### config.mk
export PLATFORM = sky130hd
export DESIGN_NAME = control_sequencer
export DESIGN_NICKNAME = d
export VERILOG_FILES = /design/src/rtl/cpu_pkg.sv /design/src/rtl/select_encode.sv /design/src/rtl/control_sequencer.sv
export SDC_FILE = /design/constraint.sdc
export NUM_CORES = 1
export LEC_CHECK = 0
export CORE_ASPECT_RATIO = 0.7
export CORE_MARGIN = 2
export CORE_UTILIZATION = 39
export DETAILED_ROUTE_END_ITERATION = 8
export PLACE_DENSITY = 0.87
export SETUP_SLACK_MARGIN = 0.2
export SLEW_MARGIN = 20
export SYNTH_ARGS = -nofsm -noshare
export SYNTH_HDL_FRONTEND = slang
export SYNTH_SLANG_ARGS = --single-unit
### constraint.sdc
create_clock -name Clock -period 5 [get_ports Clock]
set_clock_uncertainty 0.1 [all_clocks]
set_input_delay 0.5 -clock Clock [delete_from_list [all_inputs] [get_ports Clock]]
set_output_delay 0.5 -clock Clock [all_outputs]
set_load 0.005 [all_outputs]
### src/rtl/cpu_pkg.sv
`default_nettype none
// ============================================================================
// Module : cpu_pkg
// Opcodes, sequencer states, ALU function codes and IR field positions.
// Rev    : 1.0
// ============================================================================
package cpu_pkg;

  localparam int OPC_WIDTH   = 5;
  localparam int REG_FIELD_W = 4;
  localparam int IR_OPC_MSB  = 31;
  localparam int IR_RA_LSB   = 23;
  localparam int IR_RB_LSB   = 19;
  localparam int IR_RC_LSB   = 15;

  localparam logic [OPC_WIDTH-1:0] OPC_ADD  = 5'b00011;
  localparam logic [OPC_WIDTH-1:0] OPC_SUB  = 5'b00100;
  localparam logic [OPC_WIDTH-1:0] OPC_OR   = 5'b00101;
  localparam logic [OPC_WIDTH-1:0] OPC_SHR  = 5'b00110;
  localparam logic [OPC_WIDTH-1:0] OPC_AND  = 5'b00111;
  localparam logic [OPC_WIDTH-1:0] OPC_SHL  = 5'b01000;
  localparam logic [OPC_WIDTH-1:0] OPC_ROR  = 5'b01001;
  localparam logic [OPC_WIDTH-1:0] OPC_ROL  = 5'b01010;
  localparam logic [OPC_WIDTH-1:0] OPC_ADDI = 5'b01011;
  localparam logic [OPC_WIDTH-1:0] OPC_ANDI = 5'b01100;
  localparam logic [OPC_WIDTH-1:0] OPC_ORI  = 5'b01101;
  localparam logic [OPC_WIDTH-1:0] OPC_MUL  = 5'b01110;
  localparam logic [OPC_WIDTH-1:0] OPC_DIV  = 5'b01111;
  localparam logic [OPC_WIDTH-1:0] OPC_NEG  = 5'b10000;
  localparam logic [OPC_WIDTH-1:0] OPC_NOT  = 5'b10001;
  localparam logic [OPC_WIDTH-1:0] OPC_NOP  = 5'b11000;
  localparam logic [OPC_WIDTH-1:0] OPC_HALT = 5'b11001;

  localparam logic [3:0] ALU_ADD = 4'd0;
  localparam logic [3:0] ALU_SUB = 4'd1;
  localparam logic [3:0] ALU_AND = 4'd2;
  localparam logic [3:0] ALU_OR  = 4'd3;
  localparam logic [3:0] ALU_SHR = 4'd4;
  localparam logic [3:0] ALU_SHL = 4'd5;
  localparam logic [3:0] ALU_ROR = 4'd6;
  localparam logic [3:0] ALU_ROL = 4'd7;
  localparam logic [3:0] ALU_MUL = 4'd8;
  localparam logic [3:0] ALU_DIV = 4'd9;
  localparam logic [3:0] ALU_NEG = 4'd10;
  localparam logic [3:0] ALU_NOT = 4'd11;

  // S_IDLE is the Stop hold: strobes quiet but the core still counts as running.
  typedef enum logic [3:0] {
    S_RST  = 4'd0,
    S_T0   = 4'd1,
    S_T1   = 4'd2,
    S_T2   = 4'd3,
    S_T3   = 4'd4,
    S_T4   = 4'd5,
    S_T5   = 4'd6,
    S_T6   = 4'd7,
    S_HALT = 4'd8,
    S_IDLE = 4'd9
  } state_e;

  typedef enum logic [2:0] {
    CLS_RALU   = 3'd0,
    CLS_IMM    = 3'd1,
    CLS_MULDIV = 3'd2,
    CLS_UNARY  = 3'd3,
    CLS_NOP    = 3'd4,
    CLS_HALT   = 3'd5,
    CLS_ILL    = 3'd6
  } opclass_e;

  function automatic opclass_e op_class(input logic [OPC_WIDTH-1:0] opc);
    case (opc)
      OPC_ADD, OPC_SUB, OPC_OR, OPC_SHR,
      OPC_AND, OPC_SHL, OPC_ROR, OPC_ROL: op_class = CLS_RALU;
      OPC_ADDI, OPC_ANDI, OPC_ORI:        op_class = CLS_IMM;
      OPC_MUL, OPC_DIV:                   op_class = CLS_MULDIV;
      OPC_NEG, OPC_NOT:                   op_class = CLS_UNARY;
      OPC_NOP:                            op_class = CLS_NOP;
      OPC_HALT:                           op_class = CLS_HALT;
      default:                            op_class = CLS_ILL;
    endcase
  endfunction

  function automatic logic [3:0] alu_code(input logic [OPC_WIDTH-1:0] opc);
    case (opc)
      OPC_SUB:            alu_code = ALU_SUB;
      OPC_AND, OPC_ANDI:  alu_code = ALU_AND;
      OPC_OR, OPC_ORI:    alu_code = ALU_OR;
      OPC_SHR:            alu_code = ALU_SHR;
      OPC_SHL:            alu_code = ALU_SHL;
      OPC_ROR:            alu_code = ALU_ROR;
      OPC_ROL:            alu_code = ALU_ROL;
      OPC_MUL:            alu_code = ALU_MUL;
      OPC_DIV:            alu_code = ALU_DIV;
      OPC_NEG:            alu_code = ALU_NEG;
      OPC_NOT:            alu_code = ALU_NOT;
      default:            alu_code = ALU_ADD;
    endcase
  endfunction

endpackage
`default_nettype wire

### src/rtl/select_encode.sv
`default_nettype none
// ============================================================================
// Module : select_encode
// Picks Ra/Rb/Rc and turns it into one-hot register write/drive enables.
// Rev    : 1.0
// ============================================================================
module select_encode
  import cpu_pkg::*;
#(
  parameter int NUM_REGS = 16
) (
  input  logic [REG_FIELD_W-1:0] ra_i,
  input  logic [REG_FIELD_W-1:0] rb_i,
  input  logic [REG_FIELD_W-1:0] rc_i,
  input  logic                   gra_i,
  input  logic                   grb_i,
  input  logic                   grc_i,
  input  logic                   rin_en_i,
  input  logic                   rout_en_i,
  output logic [NUM_REGS-1:0]    rin_o,
  output logic [NUM_REGS-1:0]    rout_o
);

  logic [REG_FIELD_W-1:0] sel;
  logic                   any_sel;

  always_comb begin
    sel = '0;
    if (gra_i)      sel = ra_i;
    else if (grb_i) sel = rb_i;
    else if (grc_i) sel = rc_i;
  end

  // Without a field select the enables stay quiet rather than defaulting to R0.
  assign any_sel = gra_i | grb_i | grc_i;

  for (genvar i = 0; i < NUM_REGS; i++) begin : g_onehot
    assign rin_o[i]  = rin_en_i  & any_sel & (sel == REG_FIELD_W'(i));
    assign rout_o[i] = rout_en_i & any_sel & (sel == REG_FIELD_W'(i));
  end

endmodule
`default_nettype wire

### src/rtl/control_sequencer.sv
`default_nettype none
// ============================================================================
// Module : control_sequencer
// Hardwired fetch/decode/execute sequencer producing Moore datapath strobes.
// Rev    : 1.0
// ============================================================================
module control_sequencer
  import cpu_pkg::*;
#(
  parameter int NUM_REGS = 16,
  parameter int OPC_W    = 5
) (
  input  logic                Clock,
  input  logic                Resetn,
  input  logic                Stop,
  input  logic [31:0]         IR,
  output logic                PCout,
  output logic                MARin,
  output logic                IncPC,
  output logic                Zin,
  output logic                ZLOout,
  output logic                ZHIout,
  output logic                PCin,
  output logic                Read,
  output logic                MDRin,
  output logic                MDRout,
  output logic                IRin,
  output logic                Yin,
  output logic                HIin,
  output logic                LOin,
  output logic                Cout,
  output logic [NUM_REGS-1:0] Rin,
  output logic [NUM_REGS-1:0] Rout,
  output logic [3:0]          ALUop,
  output logic                Run,
  output logic                Illegal
);

  state_e           state_q, state_d, done_st;
  logic [OPC_W-1:0] opcode;
  opclass_e         cls;
  logic [3:0]       alu_fn;
  logic             gra, grb, grc, rin_en, rout_en;
  logic             ir_unused;

  assign opcode    = IR[IR_OPC_MSB -: OPC_W];
  assign cls       = op_class(opcode);
  assign alu_fn    = alu_code(opcode);
  assign ir_unused = ^IR[IR_RC_LSB-1:0];

  always_ff @(posedge Clock or negedge Resetn) begin
    if (!Resetn) state_q <= S_RST;
    else         state_q <= state_d;
  end

  always_comb begin
    state_d = S_RST;
    done_st = Stop ? S_IDLE : S_T0;
    {PCout, MARin, IncPC, Zin, ZLOout, ZHIout, PCin, Read,
     MDRin, MDRout, IRin, Yin, HIin, LOin, Cout} = 15'b0;
    {gra, grb, grc, rin_en, rout_en} = 5'b0;
    ALUop   = ALU_ADD;
    Run     = 1'b1;
    Illegal = 1'b0;
    case (state_q)
      S_RST: begin
        Run     = 1'b0;
        state_d = done_st;
      end
      S_IDLE: state_d = done_st;
      S_T0: begin
        {PCout, MARin, IncPC, Zin} = 4'b1111;
        state_d = S_T1;
      end
      S_T1: begin
        {ZLOout, PCin, Read, MDRin} = 4'b1111;
        state_d = S_T2;
      end
      S_T2: begin
        {MDRout, IRin} = 2'b11;
        state_d = S_T3;
      end
      S_T3: begin
        case (cls)
          CLS_RALU, CLS_IMM: begin
            {grb, rout_en, Yin} = 3'b111;
            state_d = S_T4;
          end
          CLS_MULDIV: begin
            {gra, rout_en, Yin} = 3'b111;
            state_d = S_T4;
          end
          CLS_UNARY: begin
            {grb, rout_en, Zin} = 3'b111;
            ALUop   = alu_fn;
            state_d = S_T4;
          end
          CLS_NOP:  state_d = done_st;
          CLS_HALT: state_d = S_HALT;
          default: begin
            Illegal = 1'b1;
            state_d = done_st;
          end
        endcase
      end
      S_T4: begin
        state_d = S_T5;
        case (cls)
          CLS_RALU:   begin {grc, rout_en, Zin} = 3'b111; ALUop = alu_fn; end
          CLS_IMM:    begin {Cout, Zin} = 2'b11;          ALUop = alu_fn; end
          CLS_MULDIV: begin {grb, rout_en, Zin} = 3'b111; ALUop = alu_fn; end
          CLS_UNARY: begin
            {ZLOout, gra, rin_en} = 3'b111;
            state_d = done_st;
          end
          default: state_d = done_st;
        endcase
      end
      S_T5: begin
        state_d = done_st;
        case (cls)
          CLS_RALU, CLS_IMM: {ZLOout, gra, rin_en} = 3'b111;
          CLS_MULDIV: begin
            {ZLOout, LOin} = 2'b11;
            state_d = S_T6;
          end
          default: ;
        endcase
      end
      S_T6: begin
        {ZHIout, HIin} = 2'b11;
        state_d = done_st;
      end
      S_HALT: begin
        Run     = 1'b0;
        state_d = S_HALT;
      end
      default: begin
        Run     = 1'b0;
        state_d = S_RST;
      end
    endcase
  end

  select_encode #(
    .NUM_REGS (NUM_REGS)
  ) u_select_encode (
    .ra_i      (IR[IR_RA_LSB +: REG_FIELD_W]),
    .rb_i      (IR[IR_RB_LSB +: REG_FIELD_W]),
    .rc_i      (IR[IR_RC_LSB +: REG_FIELD_W]),
    .gra_i     (gra),
    .grb_i     (grb),
    .grc_i     (grc),
    .rin_en_i  (rin_en),
    .rout_en_i (rout_en),
    .rin_o     (Rin),
    .rout_o    (Rout)
  );

endmodule
`default_nettype wire

==> impl_summary.log, run 1 <==
INFO  metric run_status = completed
INFO  metric peak_usage_layer_in_the_global_routing_report = met2
INFO  metric leakage = 0.722 nW
INFO  metric met1_track_demand_over_resource = 30.0%
INFO  metric area_of_combinational_cells_with_multiple_inputs = 1060 um^2
INFO  metric layout-drive-gt1-share = 9.24%
INFO  metric first_pass_iters = 4
INFO  metric synthesized_cell_area = 1300 um^2
INFO  metric grt_overflow = 0
INFO  metric io_pins = 88
INFO  metric sequential_to_total_area_share_from_yosys_stat = 7.72%
INFO  metric postSynthNetCount = 221
INFO  metric io_buffer_count = 72
INFO  metric finalSetupTns = 0 ns
INFO  metric maximum_fanout_encountered_on_the_critical_timing_path = 15
INFO  metric antenna_found_initial = 0
INFO  metric cts_made_buffers = 3
INFO  metric floorplan.core_area = 3170 um^2
INFO  metric area_delta_synth_final = 57.5%
INFO  metric synth_enable_flop_cells = 0
INFO  metric first_pass_grt_wire_length = 6530 um
INFO  metric final_period_minus_worst_setup_slack = 4.61 ns
INFO  metric post-synth-top-area-cell = nor4_1
INFO  metric tritoncts = built
INFO  metric clock-sinks = 4
INFO  metric worstSkewPairLatency = 0.21 ns
INFO  metric fmax = 0.217 GHz
INFO  metric global_route.usage.met3 = 2.50%
INFO  metric drc = 0
INFO  metric holdBufCountCts = 0
INFO  metric clock-root-buffer = clkbuf_8
INFO  metric post_synth.cell_area_avg = 7.16 um^2
INFO  metric floorplan.initialDensity = 40.9%
INFO  metric die_w = 72.9 um
INFO  metric number_of_global_route_vias_before_repair = 1,448
INFO  metric path_class = input pin to output port
INFO  metric totalWireLength = 4130 um
INFO  metric dieArea = 3810 um^2
INFO  metric largest_reg_flops = 4
INFO  metric dp_cells = 273
INFO  metric setup.worst_path.start = IR[30]
INFO  metric filler_cell_count = 274
INFO  metric finalPower = 0.513 mW
INFO  metric placed_area = 1950 um^2
INFO  metric seq_area = 100 um^2
INFO  metric detailed_place_hpwl = 3110 um
INFO  metric post_drt_via_cell_ratio = 6.06
INFO  metric worst-slew-pin-transition = 0.684 ns
INFO  metric fin_area = 2040 um^2
INFO  metric post_cts_resize_count = 1
INFO  metric timing.slew.headroom = 54.4%
INFO  metric timing.critical_path.to_type = output port
INFO  metric fin_nets = 280
INFO  metric synth_cell_type_count = 53
INFO  metric critPathRequiredTime = 4.40 ns
INFO  metric drt_iter0_markers = 168
INFO  metric rsz0062_at_grt = false
INFO  metric regMostFlops = state_q
INFO  metric p_per_area = 251 nW/um^2
INFO  metric detail-route-antenna-nets = 0
INFO  metric flip_flop_cell_with_the_highest_count_after_synthesis = dfrtp_1
INFO  metric placement.setup.worst_slack = 0.190 ns
INFO  metric synth_largest_type_area_fraction = 17.4%
INFO  metric yosys_warnings = 0
INFO  metric cp.arrival = 4.01 ns
INFO  metric synth_common_cells = nor4_1, nor2_1, buf_4
INFO  metric async_set_or_reset_register_ratio_after_synthesis = 100%
INFO  metric postSynthRegisterBits = 4
INFO  metric grt_start_max_net_pins = 19
INFO  metric timing.rr.start = state_q[2]
INFO  metric worst_ir_drop_vdd = 0.187 mV
INFO  metric biggestRegsByFlops = state_q: 4 flops
INFO  metric finish.utilization = 64.4%
INFO  metric post_synth_inst_count = 181
INFO  metric synthMostInstantiatedCell = nor4_1
INFO  metric route.vias.total = 1,673
INFO  metric clock_path_buffers = 2
INFO  metric reg_clk_slew_reported_paths = 0.03 ns
INFO  metric antenna_cells_inserted = 0
INFO  metric finish.cell_count_without_fillers = 276
INFO  metric std_cell_rows = 17
INFO  metric die_h = 52.2 um
INFO  metric worst_setup_path_start_kind = input pin
INFO  metric report.final.slew_viol_count = 0
INFO  metric layout_setup_ws = 0.390 ns
INFO  metric timing.final.crit_share = 92.2%
INFO  metric finalWeightedCongestion = 0.835
INFO  metric final.hold.worst_slack = 0.383 ns
INFO  metric htree_num_levels = 1
INFO  metric timing.final.setup_violations = 0
INFO  metric wl_per_cell = 15.0 um
INFO  metric final_hold_violating_endpoints = 0
INFO  metric met2_layer_usage_reported_by_global_route = 33.3%
INFO  metric synth_area_leaders = nor4_1, dfrtp_1, buf_4
INFO  metric min_path_type = input pin to async pin
INFO  metric groute.usage.overall = 20.7%
INFO  metric cap_violations = 0
INFO  metric rrSetupSlack = 3.42 ns
INFO  metric cts_setup_buffers = 0
[layout by cell type (no fill, tap or decap), drive strengths merged, types with 5 or more instances in the layout]
master,instances
clkdlybuf4s50,71
o21ai,7
buf,5
nor4,37
nand2,8
a21oi,8
ha,5
inv,8
nor3,10
nor2,11
[worst max-delay path, stage by stage]
cell and delay [ns]:
clkdlybuf4s50_1 0.68, or3_1 0.54, a22oi_2 0.38, nor4_1 0.10, buf_4 0.16, a211o_1 0.34
or3_1 0.52, nor4_1 0.23, clkdlybuf4s50_1 0.55
[where the power goes]
part	internal, mW	total [mW]	switching (mW)
clock	0.0512	0.0665	0.0153
combinational	0.179	0.345	0.166
sequential	0.0474	0.102	0.0545
total	0.278	0.513	0.236
[path summary, 6_finish.rpt]
kind                                    to  depth (start not counted)
min in group Clock              state_q[0]                          2
worst min-delay path            state_q[1]                          1
worst min register to register  state_q[0]                          2
max in group asynchronous       state_q[2]                          1
worst max-delay path              Rout[13]                          9
worst max register to register  state_q[3]                          3
[per-layer routing]
metal	vias up	part of all wire, %	wire [um]
met1	786	48	2000
met4	0	0.22	9
li1	831	-	-
met2	54	46	1910
met5	-	0	0
met3	2	5.2	216
[cell type report]
cell class / count / area share (%)
clock buffers: 3 / 2.02
inverters: 8 / 1.47
multi-input cells: 146 / 52.0
flip-flops and latches: 4 / 4.90
well taps: 38 / 2.33
repair buffers: 77 / 37.3
[kinds of logic (layout without fill, tap and decap cells)]
kind of cell	after synthesis	count (layout)	synth area share (%)
and+or+nand+nor	90	90	41.1
AOI/OAI and AO/OA	48	48	29.8
buffers and inverters	31	88	13.9
adders and majority gates	5	5	4.83
DFF	4	4	7.72
muxes	2	2	1.93
xor gates and xnor gates	1	1	0.676
Power figures use the tool's default switching activity.
==> inputs of run 2 (changes only) <==
CORE_ASPECT_RATIO = 1.5   (was 0.7)
==> impl_summary.log, run 2 (same netlist as run 1, synthesis figures left out) <==
INFO  metric run_status = completed
INFO  metric area_delta_synth_final = 61.0%
INFO  metric min_path_type = input pin to async pin
INFO  metric worst_setup_path_start_kind = input pin
INFO  metric finalPower = 0.518 mW (+0.87%)
INFO  metric critical_path.reg2reg.endpoint = state_q[3]
INFO  metric final_period_minus_worst_setup_slack = 4.54 ns (-0.0658 ns)
INFO  metric area_of_combinational_cells_with_multiple_inputs = 1080 um^2 (+1.6%)
INFO  metric first_pass_grt_wire_length = 6420 um (-1.7%)
INFO  metric detail-route-antenna-nets = 0 (unchanged)
INFO  metric critPathRequiredTime = 4.40 ns (about the same)
INFO  metric clock-root-buffer = clkbuf_8
INFO  metric die_h = 74.6 um (+43%)
INFO  metric slowest_delay = 0.56 ns (-0.12 ns)
INFO  metric report.final.slew_viol_count = 0 (unchanged)
INFO  metric critical_path.cell_chain = clkdlybuf4s50_1 -> ha_1 -> or3_1 -> a22oi_2 -> nor4_1 -> buf_4 -> a211o_1 -> or3_1 -> nor4_1 -> clkdlybuf4s50_1
INFO  metric io_buffer_count = 72 (unchanged)
INFO  metric grt_overflow = 0 (unchanged)
INFO  metric holdBufCountCts = 0 (unchanged)
INFO  metric cts_made_buffers = 3 (unchanged)
INFO  metric p_sw = 0.237 mW (+0.71%)
INFO  metric cp.arrival = 3.94 ns (-0.07 ns)
INFO  metric post_drt_via_cell_ratio = 5.94 (-2.1%)
INFO  metric io_pins = 88 (unchanged)
INFO  metric cap_violations = 0 (unchanged)
INFO  metric post_cts_resize_count = 0 (-1)
INFO  metric finalSetupTns = 0 ns (unchanged)
INFO  metric floorplan.core_area = 3160 um^2 (-0.32%)
INFO  metric drt_iter0_markers = 32 (-81%)
INFO  metric fmax = 0.220 GHz (+1.4%)
INFO  metric grt_start_max_net_pins = 19 (unchanged)
INFO  metric p_per_area = 248 nW/um^2 (-1.3%)
INFO  metric clock-sinks = 4 (unchanged)
INFO  metric die_w = 51.1 um (-30%)
INFO  metric filler_cell_count = 286 (+4.4%)
INFO  metric layout.cells.most_common_list = clkdlybuf4s50_1, nor4_1, nor2_1
INFO  metric sw_frac_of_total = 45.8% (-0.072 points)
INFO  metric finalWeightedCongestion = 0.832 (-0.40%)
INFO  metric regMostFlops = state_q
INFO  metric peak_usage_layer_in_the_global_routing_report = met2
INFO  metric final_common_cell = clkdlybuf4s50_1
INFO  metric clock_path_buffers = 2 (unchanged)
INFO  metric comb_power_share = 66.9% (-0.3 points)
INFO  metric fin_nets = 283 (+1.1%)
INFO  metric rrSetupSlack = 3.40 ns (-0.02 ns)
INFO  metric timing.final.setup_violations = 0 (unchanged)
INFO  metric antenna_found_initial = 0 (unchanged)
INFO  metric rsz0062_at_grt = false
INFO  metric power.share.sequential = 19.8% (about the same)
INFO  metric layout-drive-gt1-share = 10.8% (+1.5 points)
INFO  metric internal_power = 0.281 mW (+1.0%)
INFO  metric antenna_cells_inserted = 0 (unchanged)
INFO  metric totalWireLength = 4180 um (+1.1%)
INFO  metric largest_reg_flops = 4 (unchanged)
INFO  metric leakage = 0.749 nW (+3.8%)
INFO  metric met1_track_demand_over_resource = 26.9% (-3.1 points)
INFO  metric timing.slew.headroom = 54.1% (-0.33 points)
INFO  metric reg_clk_slew_reported_paths = 0.03 ns (about the same)
INFO  metric std_cell_rows = 25 (+8)
INFO  metric dieArea = 3810 um^2 (about the same)
INFO  metric number_of_global_route_vias_before_repair = 1,385 (-4.4%)
INFO  metric drc = 0 (unchanged)
INFO  metric final_hold_violating_endpoints = 0 (unchanged)
INFO  metric timing.critical_path.to_type = output port
INFO  metric timing.rr.start = state_q[2]
INFO  metric cpMaxStageDelayCell = clkdlybuf4s50_1
INFO  metric global_route.usage.met3 = 1.79% (-0.71 points)
INFO  metric wl_per_cell = 14.9 um (-0.66%)
INFO  metric worst_ir_drop_vdd = 0.203 mV (+8.1%)
INFO  metric seq_area = 100 um^2 (unchanged)
INFO  metric htree_num_levels = 1 (unchanged)
INFO  metric worstSkewPairLatency = 0.22 ns (about the same)
INFO  metric tritoncts = built
INFO  metric route.vias.total = 1,668 (-0.30%)
INFO  metric met2_layer_usage_reported_by_global_route = 36.7% (+3.3 points)
INFO  metric floorplan.initialDensity = 41.0% (+0.13 points)
INFO  metric maximum_fanout_encountered_on_the_critical_timing_path = 8 (-7)
INFO  metric timing.final.crit_share = 90.9% (-1.3 points)
INFO  metric worst-slew-pin-transition = 0.688 ns (+0.00355 ns)
INFO  metric path_class = input pin to output port
INFO  metric finish.utilization = 66.1% (+1.6 points)
INFO  metric first_pass_iters = 5 (+1)
INFO  metric biggestRegsByFlops = state_q: 4 flops
INFO  metric groute.usage.overall = 21.0% (+0.32 points)
INFO  metric rr_worst_depth = 3 (unchanged)
INFO  metric clock_share_of_power = 13.3% (+0.4 points)
INFO  metric cts_setup_buffers = 0 (unchanged)
INFO  metric detailed_place_hpwl = 3090 um (-0.72%)
[run 2: cell count changes in the layout (fill, tap and decap cells not counted)]
cell,change
buf_4,+3
a311oi_2,-1
a311oi_4,+1
clkdlybuf4s50_1,-1
dlymetal6s2s_1,+1
nor4bb_1,-1
nor4bb_2,+1
[run 2: worst max-delay path by stage]
stage,startpoint,to,slack (ns),depth (start not counted)
after floorplan,IR[28],Rin[2],1.61,10
after global placement,IR[28],Rout[11],0.40,10
after detailed placement,IR[28],Rout[11],0.32,10
after CTS,IR[28],Rout[11],0.33,10
after global routing,IR[27],Rout[9],0.20,10
final,IR[27],Rout[0],0.46,10
[run 2: cell type report]
cell class	instances	area share [%]
Tap cell	40	2.40
Clock buffer	3	1.98
Inverter	8	1.44
Timing Repair Buffer	80	37.6
Sequential cell	4	4.80
Multi-Input combinational cell	146	51.7
[run 2: worst max-delay path: cells and delay by family]
family,cells,cell delay (ns)
adder cells (fa/ha/maj),1,0.29
AND/OR/NAND/NOR,4,1.23
AO/OA/AOI/OAI,2,0.70
buffers and inverters,3,1.21
[run 2: power by group through the flow]
stage / sequential, mW / clock [mW] / combinational, mW
floorplan: 0.0567 / 0 / 0.261
global placement: 0.0997 / 0 / 0.325
detailed placement: 0.101 / 0 / 0.330
CTS: 0.100 / 0.0703 / 0.331
global route: 0.109 / 0.0713 / 0.382
finish: 0.103 / 0.0690 / 0.346
[run 2: routing by layer]
metal  part of all wire (%)  vias up
li1                       -      837
met1                     43      781
met2                     52       44
met3                    3.1        6
met4                    1.3        0
met5                      0        -
[run 2: per-stage QoR]
stage	setup slack, ns	instance area, um^2	instances	hold WS [ns]
3_3_place_gp	0.398	1970	277	0.609
6_report	0.456	2090	281	0.375
2_1_floorplan	1.61	1300	181	0.104
3_5_place_dp	0.320	1970	277	0.609
5_1_grt	0.203	2090	281	0.378
4_1_cts	0.329	2010	280	0.376
==> edit: new RTL, config.mk and constraints of run 2 <==
Put a register stage on the output `IRin`, with the module's reset. The value now appears one clock later. The other outputs are not delayed to match.
--- a/src/rtl/control_sequencer.sv
+++ b/src/rtl/control_sequencer.sv
@@ -36,6 +36,8 @@
   output logic                Illegal
 );
 
+  logic IRin_d;
+
   state_e           state_q, state_d, done_st;
   logic [OPC_W-1:0] opcode;
   opclass_e         cls;
@@ -57,7 +59,7 @@
     state_d = S_RST;
     done_st = Stop ? S_IDLE : S_T0;
     {PCout, MARin, IncPC, Zin, ZLOout, ZHIout, PCin, Read,
-     MDRin, MDRout, IRin, Yin, HIin, LOin, Cout} = 15'b0;
+     MDRin, MDRout, IRin_d, Yin, HIin, LOin, Cout} = 15'b0;
     {gra, grb, grc, rin_en, rout_en} = 5'b0;
     ALUop   = ALU_ADD;
     Run     = 1'b1;
@@ -77,7 +79,7 @@
         state_d = S_T2;
       end
       S_T2: begin
-        {MDRout, IRin} = 2'b11;
+        {MDRout, IRin_d} = 2'b11;
         state_d = S_T3;
       end
       S_T3: begin
@@ -157,6 +159,14 @@
     .rout_o    (Rout)
   );
 
+  always_ff @(posedge Clock or negedge Resetn) begin
+    if (!Resetn) begin
+      IRin <= '0;
+    end else begin
+      IRin <= IRin_d;
+    end
+  end
+
 endmodule
 `default_nettype wire
 
Formal check against the unedited RTL: not equivalent (a bounded check fails within 4 cycles, from zero or initial values and one cycle with Resetn low).
==> edit against run 2 <==
  * Sequential power rose by 9.7%
  * Total power fell by 7.6%
  * Synthesized area fell by 9.9%
  * Routed wire length fell by 7.4%
  * Sequential cell count rose by 1
  * Setup slack improved by 0.047 ns
  * Cell area fell by 7.7%
  * Combinational power fell by 16%
  * Sequential share of layout area rose by 1.7 points
  * Critical path type unchanged
  * Largest cell class unchanged
==> edit: results (changes against run 2) <==
Status
  – Status: completed (unchanged)

Setup path
  – Crit path largest cell delay: 0.76 ns (was 0.56 ns)
  – Cell family with most CP delay: compound AO/OA/AOI/OAI gates (was simple AND/OR/NAND/NOR gates)
  – Worst path slowest cell: a222oi_1 (was clkdlybuf4s50_1)

Placed design
  – RD Place Congestion: 0.8126 (was 0.8316)
  – Final HPWL DP: 3105 um (was 3089 um)
  – Dpl cell area: 0.001868 mm^2 (was 0.001969 mm^2)

Global routing
  – Vias in the first global route: 1,347 (was 1,385)
  – Gr usage total: 21.58% (was 21.03%)
  – Met3 usage: 2.954% (was 1.786%)
  – Global-route wire length before repair: 6147 um (was 6423 um)
  – Largest net degree at the start of global routing: 18 (was 19)

Synth
  – Number of library cell types mapped by synthesis: 49 (was 53)
  – Synth Instances: 179 (was 181)
  – Syn nets: 219 (was 221)
  – Ranking of synthesized cells by area: nor2_1 (15%), dfrtp_1 (11%), ha_1 (5.4%), nor3_1 (4.3%), a21oi_1 (3.9%) (was nor4_1 (17%), dfrtp_1 (7.7%), buf_4 (5.2%), ha_1 (4.8%), a221oi_2 (3.5%))
  – Post-synthesis adder-cell area fraction: 5.359% (was 4.826%)
  – Compound-Gate Fraction of Synth Area: 26.80% (was 29.83%)
  – Most frequent cells after synthesis: nor2_1 (46), nor3_1 (10), a21oi_1 (9), nand2_1 (9) (was nor4_1 (36), nor2_1 (11), buf_4 (9))

Detailed routing
  – WL final: 3866 um (was 4177 um)
  – Drt pass-1 iters: 4 (was 5)

Final layout
  – Fin nets: 284 (was 283)
  – Share of cells above drive strength 1: 8.230% (was 10.79%)

Timing
  – Worst-Margin Slew: 0.8111 ns (was 0.6876 ns)

Power and ir drop
  – VDD IR max: 206.9 uV (was 202.6 uV)
edit: metal layers:
| metal | vias to the layer above | share of wire, % |
|---|---|---|
| li1 | 762 | - |
| met1 | 704 | 40 |
| met2 | 67 | 53 |
| met3 | 2 | 6.4 |
| met4 | 0 | 0.54 |
| met5 | - | 0 |
edit: layout make-up:
class | count | area, um^2
Clock buffer | 4 | 45.04
Fill cell | 279 | 957.2
Inverter | 7 | 26.28
Multi-Input combinational cell | 151 | 924.6
Sequential cell | 5 | 125.1
Tap cell | 39 | 48.80
Timing Repair Buffer | 76 | 755.7
edit: what timing repair did:
item | 4_1_cts | 5_1_grt
endpoints found under the setup margin | 0 | 32
resized for setup | 0 | 2
buffers inserted | 0 | 1
edit: cell families after synthesis:
group | Yosys count
AND/OR/NAND/NOR | 100
buffers and inverters | 23
XOR/XNOR | 1
multiplexers | 3
adder cells (fa/ha/maj) | 5
flip-flops | 5
AO/OA/AOI/OAI | 42
edit: report_power, final:
| part | leakage (uW) | switching (uW) | internal [uW] |
|---|---|---|---|
| registers | 0.0000645 | 56.1 | 56.7 |
| logic | 0.000614 | 123 | 169 |
| clock network | 0.0000228 | 19.4 | 54.7 |
edit: worst paths after layout:
| path | startpoint | end | slack (ns) | cells after the start |
|---|---|---|---|---|
| min | Resetn | state_q[2]$_DFF_PN0_ | 0.40 | 1 |
| max in group asynchronous | Resetn | state_q[1]$_DFF_PN0_ | 4.23 | 1 |
| min in group Clock | state_q[3]$_DFF_PN0_ | state_q[2]$_DFF_PN0_ | 0.55 | 1 |
| max | IR[27] | Rin[14] | 0.50 | 10 |
| max reg2reg | state_q[0]$_DFF_PN0_ | state_q[3]$_DFF_PN0_ | 3.13 | 5 |
| min reg2reg | state_q[3]$_DFF_PN0_ | state_q[2]$_DFF_PN0_ | 0.55 | 1 |
